`src/rtl/clkdiv_pkg.sv`:
```
`default_nettype none
// ============================================================================
//  Module      : clkdiv_pkg
//  Description : Shared defaults and helpers for the programmable clock divider
//  Revision    : 1.0 - initial release
// ============================================================================
package clkdiv_pkg;

    localparam int unsigned c_n_ch       = 4;
    localparam int unsigned c_cnt_w      = 32;
    localparam int unsigned c_def_period = 5;
    localparam int unsigned c_def_high   = 2;

    // Channel-select width; a single channel still gets a 1-bit select.
    function automatic int unsigned ch_idx_w(input int unsigned n);
        return (n < 2) ? 1 : int'($clog2(n));
    endfunction

endpackage
`default_nettype wire

```
`src/rtl/clk_divider_ch.sv`:
```
`default_nettype none
// ============================================================================
//  Module      : clk_divider_ch
//  Description : One divider channel with shadowed period/high-time registers
//  Revision    : 1.0 - initial release
// ============================================================================
module clk_divider_ch
    import clkdiv_pkg::*;
#(
    parameter int unsigned CNT_W      = c_cnt_w,
    parameter int unsigned DEF_PERIOD = c_def_period,
    parameter int unsigned DEF_HIGH   = c_def_high
) (
    input  logic             clk,
    input  logic             reset,
    input  logic             load,
    input  logic [CNT_W-1:0] load_period,
    input  logic [CNT_W-1:0] load_high,
    input  logic             sync,
    output logic             out,
    output logic             tick,
    output logic             pend
);

    logic [CNT_W-1:0] r_p;
    logic [CNT_W-1:0] r_h;
    logic [CNT_W-1:0] r_ps;
    logic [CNT_W-1:0] r_hs;
    logic [CNT_W-1:0] r_cnt;
    logic             r_pend;
    logic             r_out;
    logic             r_tick;

    logic w_disabled;
    logic w_wrap;
    logic w_restart;
    logic w_apply;

    assign w_disabled = (r_p == '0);
    assign w_wrap     = !w_disabled && (r_cnt == (r_p - CNT_W'(1)));
    // Every restart point is also a safe point to swap in the shadow values.
    assign w_restart  = w_wrap || sync || w_disabled;
    assign w_apply    = r_pend && w_restart;

    always_ff @(posedge clk or posedge reset) begin
        if (reset) begin
            r_p    <= CNT_W'(DEF_PERIOD);
            r_h    <= CNT_W'(DEF_HIGH);
            r_ps   <= CNT_W'(DEF_PERIOD);
            r_hs   <= CNT_W'(DEF_HIGH);
            r_cnt  <= '0;
            r_pend <= 1'b0;
            r_out  <= 1'b0;
            r_tick <= 1'b0;
        end else begin
            r_out  <= !w_disabled && (r_cnt < r_h);
            r_tick <= !w_disabled && (r_cnt == '0);
            r_cnt  <= w_restart ? '0 : r_cnt + CNT_W'(1);

            if (w_apply) begin
                r_p <= r_ps;
                r_h <= r_hs;
            end

            // A load coinciding with an apply refills the shadow and stays pending.
            if (load) begin
                r_ps   <= load_period;
                r_hs   <= load_high;
                r_pend <= 1'b1;
            end else if (w_apply) begin
                r_pend <= 1'b0;
            end
        end
    end

    assign out  = r_out;
    assign tick = r_tick;
    assign pend = r_pend;

endmodule
`default_nettype wire

```
`src/rtl/clk_divider_prog.sv`:
```
`default_nettype none
// ============================================================================
//  Module      : clk_divider_prog
//  Description : N-channel runtime-programmable glitch-free clock divider
//  Revision    : 1.0 - initial release
// ============================================================================
module clk_divider_prog
    import clkdiv_pkg::*;
#(
    parameter int unsigned N_CH       = c_n_ch,
    parameter int unsigned CNT_W      = c_cnt_w,
    parameter int unsigned DEF_PERIOD = c_def_period,
    parameter int unsigned DEF_HIGH   = c_def_high
) (
    input  logic                        clk,
    input  logic                        reset,
    input  logic                        load,
    input  logic [ch_idx_w(N_CH)-1:0]   load_ch,
    input  logic [CNT_W-1:0]            load_period,
    input  logic [CNT_W-1:0]            load_high,
    input  logic                        sync,
    output logic [N_CH-1:0]             out,
    output logic [N_CH-1:0]             tick,
    output logic [N_CH-1:0]             pend
);

    localparam int unsigned c_ch_w = ch_idx_w(N_CH);

    logic [N_CH-1:0] w_load;

    for (genvar i = 0; i < N_CH; i++) begin : g_ch
        // Out-of-range selects match no channel and are dropped here.
        assign w_load[i] = load && (load_ch == c_ch_w'(i));

        clk_divider_ch #(
            .CNT_W      (CNT_W),
            .DEF_PERIOD (DEF_PERIOD),
            .DEF_HIGH   (DEF_HIGH)
        ) u_ch (
            .clk         (clk),
            .reset       (reset),
            .load        (w_load[i]),
            .load_period (load_period),
            .load_high   (load_high),
            .sync        (sync),
            .out         (out[i]),
            .tick        (tick[i]),
            .pend        (pend[i])
        );
    end

endmodule
`default_nettype wire
```
`config.mk`:
```
export PLATFORM = sky130hd
export DESIGN_NAME = clk_divider_prog
export DESIGN_NICKNAME = d
export VERILOG_FILES = /design/src/rtl/clkdiv_pkg.sv /design/src/rtl/clk_divider_ch.sv /design/src/rtl/clk_divider_prog.sv
export SDC_FILE = /design/constraint.sdc
export NUM_CORES = 1
export LEC_CHECK = 0
export BUFFER_PORTS_ARGS = -buffer_cell sky130_fd_sc_hd__buf_2
export CAP_MARGIN = 10
export CORE_UTILIZATION = 60
export DETAILED_ROUTE_END_ITERATION = 8
export PLACE_DENSITY = 0.77
export SKIP_LAST_GASP = 1
export SLEW_MARGIN = 20
export SYNTH_ARGS = -nofsm -noshare
export SYNTH_HDL_FRONTEND = slang
export SYNTH_HIERARCHICAL = 1
export SYNTH_SLANG_ARGS = --single-unit
```
`constraint.sdc`:
```
create_clock -name clk -period 10.75 [get_ports clk]
set_input_delay 1.075 -clock clk [delete_from_list [all_inputs] [get_ports clk]]
set_output_delay 1.075 -clock clk [all_outputs]
set_load 0.005 [all_outputs]
```
==> out/metrics.cfg, run 1 <==
[critical_path]
crit_start=g_ch[3].u_ch/r_p[1]$_DFFE_PP0P_
r2r_end=g_ch[3].u_ch/r_cnt[7]$_DFF_PP0_
crit_path_start_kind=flop
critPathArrivalTime_ns=5.61
r2r-start=g_ch[3].u_ch/r_p[1]$_DFFE_PP0P_
rr_worst_depth=12
path_max_fanout=68
cp-end-kind=flop
crit_end=g_ch[3].u_ch/r_cnt[7]$_DFF_PP0_
critPathKind=flop to flop
cp.required_ns=11.20
r2r_slack_ns=5.60

[finish]
finish.net_count=4087
drive_above_1_share_pct=18.1
synthToLayoutAreaGrowth_pct=7.34

[logic_synthesis]
netlist.area_leader.share_pct=39.6
netlist.top_cell.by_area=dfrtp_1
ys_ff_latch=652
syn_nets=4246
synth.area.top_cells=dfrtp_1, mux2_2, ha_1, o311ai_2, nand3_1
yosysWarnings=6
synth_area_um2=39700
ys_types=76
synth-edff-count=0
syn_area_per_cell_um2=9.82
yosysSeqAreaShare_pct=41.2
synth_common_cells=dfrtp_1, nand2_1, nand3_1
synth.most_common_cell=dfrtp_1
ys.flop_type=dfrtp_1
async_reset_ff_share_pct=100
synth_cells=4040

[routing]
via_per_inst=6.56
ant_nets=0
firstDrtPassIters=6
drtIter0Drc=3219
wl_per_cell_um=22.7
vias=31600
wl_um=109000
drc_errors=0

[clock_network]
clk_pin_slew_worst_paths_ns=0.06
cts_setup_buffers=0
clk_latency_ns=0.62
ctsResizeCount=0
holdBufCountCts=0
cts_tree=done
cts_max_level=3
cts-buffers-inserted=73
cts_root_buf=clkbuf_16
clock_sinks=652
cts_max_path_buffers=3

[floorplanning]
fp.dieH_um=259
io_pins=82
die_area_um2=67200
die_w_um=259
start_util_pct=61.1
rows=93
coreArea_um2=64900

[outcome]
status=completed

[timing]
setup-violations-final=0
min_period_ns=5.15
drv_slew=0
hold_viol=0
setup_tns_ns=0
rsz0062_at_grt=false
period_share_pct=47.9
tightest_slew_ns=1.05
finClkSkew_ns=0.0161
max_slew_margin_pct=29.8
timing.fmax_mhz=194

[pwr]
p_sw_w=0.00194
p_int_w=0.00497
ir_worst_vdd_v=0.000106
clock_power_share_pct=38.5
comb_power_share_pct=16.6
pwr-share-seq_pct=44.9
netSwitchingFraction_pct=28.1
finalPower_w=0.00691
p_per_area_nw_per_um2=162
p_leak_nw=18.5

[grt]
grt_overflow=0
antenna_found_initial=16
grt_max_degree=129
grt_pass1_vias=29600
grt_pass1_wl_um=171000
grt_util_all_layers_pct=32.6

[job]
drv_cap=0

[worst_hold_path]
holdCritStartpoint=g_ch[0].u_ch/r_ps[23]$_DFFE_PP0P_
min_path_type=flop to flop

[place]
globalplace.congestion=0.971
hpwl_um=71300
numPortBuffers=81

-- metal layers --
metal / wire, um / track usage [%]
met1: 46100 / 44.7
met5: 71 / 0
met4: 5030 / 16.8
met2: 49800 / 50.1
met3: 8100 / 5.44
-- metrics by stage --
step	cell area (um2)	std cells	util (%)	setup slack [ns]	hold WS (ns)
2_1_floorplan	39700	4040	-	5.28	0.454
3_3_place_gp	40000	4661	61.6	5.89	0.464
3_5_place_dp	40000	4661	61.6	5.80	0.487
4_1_cts	42500	4794	65.5	5.75	0.502
5_1_grt	42600	4796	65.5	5.33	0.513
6_report	42600	4807	65.6	5.60	0.494
-- critical path, cell delays in order (launching register included) --
cell and delay, ns:
dfrtp_1 0.43, inv_1 0.10, ha_1 0.24, nor3b_1 0.25, buf_4 0.22, nor4b_1 0.75, nand4_1 0.18, a222oi_1 0.42
nand4b_1 0.16, or4_4 0.83, buf_4 0.48, nor2_4 0.69, nor3_1 0.14
-- sequential cells by signal, indices dropped and copies added (netlist names) --
signal and count:
g_ch.u_ch/tick 4, g_ch.u_ch/r_h 128, g_ch.u_ch/r_hs 128, g_ch.u_ch/r_ps 128
g_ch.u_ch/r_p 128, g_ch.u_ch/pend 4, g_ch.u_ch/out 4, g_ch.u_ch/r_cnt 128
-- power groups by stage --
stage,logic (W),clock network (W),registers (W)
final,0.00115,0.00266,0.00311
after global routing,0.00126,0.00279,0.00315
after detailed placement,0.00113,0,0.00313
after floorplan,0.000956,0,0.00299
after global placement,0.00109,0,0.00312
after CTS,0.00114,0.00270,0.00310
-- cells in the final DEF (no fill, tap or decap), types with 90 or more instances in the layout --
cell type	count
a31oi_1	203
xnor2_1	132
nor3_1	137
nand2_1	304
xor2_1	139
o22ai_1	193
nand3_1	292
ha_1	136
dfrtp_1	625
inv_1	250
o311ai_2	90
nor2_1	140
mux2_2	259
-- logic make-up after synthesis --
family / after synthesis / share of synthesized area [%]
mux: 334 / 9.96
xor+xnor: 274 / 6.16
simple gates: 1212 / 15.5
fa+ha+maj: 136 / 4.29
compound gates: 829 / 16.7
buf+inv: 603 / 6.18
flops: 652 / 41.2
-- layout make-up --
class / count / area [um2]
Clock buffer: 107 / 2160
Sequential cell: 652 / 16400
Antenna cell: 13 / 32.5
Multi-Input combinational cell: 2785 / 20900
Tap cell: 855 / 1070
Inverter: 254 / 973
Fill cell: 5078 / 22300
Clock inverter: 26 / 407
Timing Repair Buffer: 115 / 668
-- how the worst min path moves through the flow --
stage                                         to  slack (ns)  cells past startpoint
2_1_floorplan    g_ch[0].u_ch/r_h[0]$_DFFE_PP0P_        0.45                      1
6_report        g_ch[0].u_ch/r_p[23]$_DFFE_PP0P_        0.49                      1
3_5_place_dp    g_ch[0].u_ch/r_h[20]$_DFFE_PP0P_        0.49                      1
5_1_grt        g_ch[0].u_ch/r_ps[14]$_DFFE_PP0P_        0.51                      1
4_1_cts         g_ch[0].u_ch/r_h[30]$_DFFE_PP0P_        0.50                      1
3_3_place_gp     g_ch[0].u_ch/r_p[9]$_DFFE_PP0P_        0.46                      1
(Power assumes the default switching activity.)
==> inputs of run 2 (changes only) <==
==> constraint.sdc (replaced) <==
create_clock -name clk -period 5.32 [get_ports clk]
set_input_delay 0.532 -clock clk [delete_from_list [all_inputs] [get_ports clk]]
set_output_delay 0.532 -clock clk [all_outputs]
set_load 0.005 [all_outputs]
==> run 2 against run 1 <==
Hold slack worse by 0.35 ns. Sequential power up 100%. Sequential share of layout area about the same. Design area about the same. Utilization about the same. Largest power group unchanged. Worst setup slack worse by 4.6 ns. Via count up 0.82%.
==> out/metrics.cfg, run 2 (same netlist as run 1, synthesis figures left out) <==
[clock_network]
cts_max_path_buffers=3  ; unchanged
clock_sinks=652  ; unchanged
clk_pin_slew_worst_paths_ns=0.06  ; about the same
cts_setup_buffers=0  ; unchanged
cts_root_buf=clkbuf_16
clk_latency_ns=0.63  ; about the same
holdBufCountCts=0  ; unchanged
cts_max_level=3  ; unchanged
cts_tree=done
cts-buffers-inserted=73  ; unchanged
ctsResizeCount=0  ; unchanged

[finish]
final_common_cell=dfrtp_1
fin_util_pct=65.6  ; about the same
layout_common_cells=dfrtp_1, nand2_1, nand3_1
drive_above_1_share_pct=18.2  ; +0.19 points
seq_area_um2=16400  ; unchanged
fill_cells=5045  ; -0.65%
synthToLayoutAreaGrowth_pct=7.38  ; about the same
fin_cells=4820  ; +0.27%
multi_input_comb_area_um2=20900  ; about the same
finish.net_count=4108  ; +0.51%

[grt]
grt_overflow=0  ; unchanged
antenna_found_initial=11  ; -5
grt_max_degree=165  ; +28%
grt_pass1_vias=30000  ; +1.5%
grt_util_all_layers_pct=33.0  ; +0.39 points
grt_pass1_wl_um=173000  ; +1.1%

[critical_path]
slowest_delay_ns=0.89  ; +0.06 ns
cp-end-kind=flop
cp_common_cell=or4_4
crit_slowest_cell=or4_4
cp_top_family=simple AND/OR/NAND/NOR gates
path_max_fanout=81  ; +19%
critPathArrivalTime_ns=4.87  ; -0.74 ns
crit_path_start_kind=flop
path_cells=or4_4, or4_1, nor4_1, and2_1, o2111ai_1, or4_4, buf_4, o311ai_1
critPathKind=flop to flop
path_buf_inv=1  ; -2
cp.required_ns=5.83  ; -5.37 ns

[floorplanning]
die_area_um2=67200  ; unchanged
fp.dieH_um=259  ; unchanged
die_w_um=259  ; unchanged
start_util_pct=61.1  ; unchanged
io_pins=82  ; unchanged
coreArea_um2=64900  ; unchanged
rows=93  ; unchanged

[routing]
wl_per_cell_um=22.8  ; +0.46%
drtIter0Drc=3259  ; +1.2%
vias=31800  ; +0.82%
ant_nets=0  ; unchanged
via_per_inst=6.60  ; +0.55%
wl_um=110000  ; +0.73%
firstDrtPassIters=6  ; unchanged
drc_errors=0  ; unchanged

[job]
drv_cap=0  ; unchanged

[timing]
period_share_pct=82.0  ; +34 points
max_slew_margin_pct=28.2  ; -1.6 points
min_period_ns=4.36  ; -0.788 ns
finClkSkew_ns=0.0202  ; +0.00408 ns
rsz0062_at_grt=false
setup_tns_ns=0  ; unchanged
timing.fmax_mhz=229  ; +18%
setup-violations-final=0  ; unchanged
tightest_slew_ns=1.08  ; +0.0242 ns
hold_viol=0  ; unchanged
drv_slew=0  ; unchanged

[place]
globalplace.congestion=0.942  ; -3.0%
numPortBuffers=81  ; unchanged
hpwl_um=73400  ; +2.9%
dp_cells=4682  ; +0.45%

[worst_hold_path]
min_path_type=input port to async pin

[pwr]
p_per_area_nw_per_um2=323  ; +99%
ir_worst_vdd_v=0.000229  ; +120%
p_leak_nw=18.6  ; +0.13%

[outcome]
status=completed

run 2: metal layers:
layer,vias up,GRT usage [%],part of all wire [%]
li1,14700,-,-
met1,15700,45.0,42
met2,1148,48.4,43
met3,292,6.37,8.0
met4,2,20.9,7.0
met5,-,0,0.0064
run 2: path summary, 6_finish.rpt:
check / startpoint / slack (ns) / end / cells past startpoint
max: g_ch[2].u_ch/r_p[7]$_DFFE_PP0P_ / 0.96 / g_ch[2].u_ch/r_h[31]$_DFFE_PP0P_ / 8
min: reset / 0.14 / g_ch[3].u_ch/r_h[25]$_DFFE_PP0P_ / 2
min reg2reg: g_ch[0].u_ch/r_hs[30]$_DFFE_PP0P_ / 0.49 / g_ch[0].u_ch/r_h[30]$_DFFE_PP0P_ / 1
min in group clk: load_high[21] / 0.28 / g_ch[2].u_ch/r_hs[21]$_DFFE_PP0P_ / 2
max reg2reg: g_ch[2].u_ch/r_p[7]$_DFFE_PP0P_ / 0.96 / g_ch[2].u_ch/r_h[31]$_DFFE_PP0P_ / 8
max in group asynchronous: reset / 3.88 / g_ch[1].u_ch/r_hs[14]$_DFFE_PP0P_ / 3
run 2: worst register-to-register path, cell delays in order, from the launching register on:
cell	delay (ns)
dfrtp_1	0.48
or4_4	0.60
or4_1	0.64
nor4_1	0.55
and2_1	0.22
o2111ai_1	0.10
or4_4	0.89
buf_4	0.43
o311ai_1	0.34
run 2: report_power, final:
group	internal [W]	switching (W)
clock network	0.00305	0.00213
logic	0.00114	0.00117
registers	0.00564	0.000643
total	0.00983	0.00394
run 2: cell type report:
class                   count  share of cell area, %
clock buffers             103                   4.74
diodes                      7                 0.0411
flip-flops and latches    652                   38.4
clock inverters            28                  0.940
multi-input cells        2785                   49.1
repair buffers            136                   1.98
inverters                 254                   2.29
well taps                 855                   2.51
run 2: through the flow:
step           cell area (um2)  power (W)  worst slack (ns)  hold slack (ns)
2_1_floorplan            39700    0.00798             0.393            0.454
3_3_place_gp             40200    0.00851              1.08            0.463
3_5_place_dp             40200    0.00862              1.01            0.479
4_1_cts                  42600     0.0138             0.985            0.154
5_1_grt                  42600     0.0144             0.633            0.180
6_report                 42600     0.0138             0.956            0.143
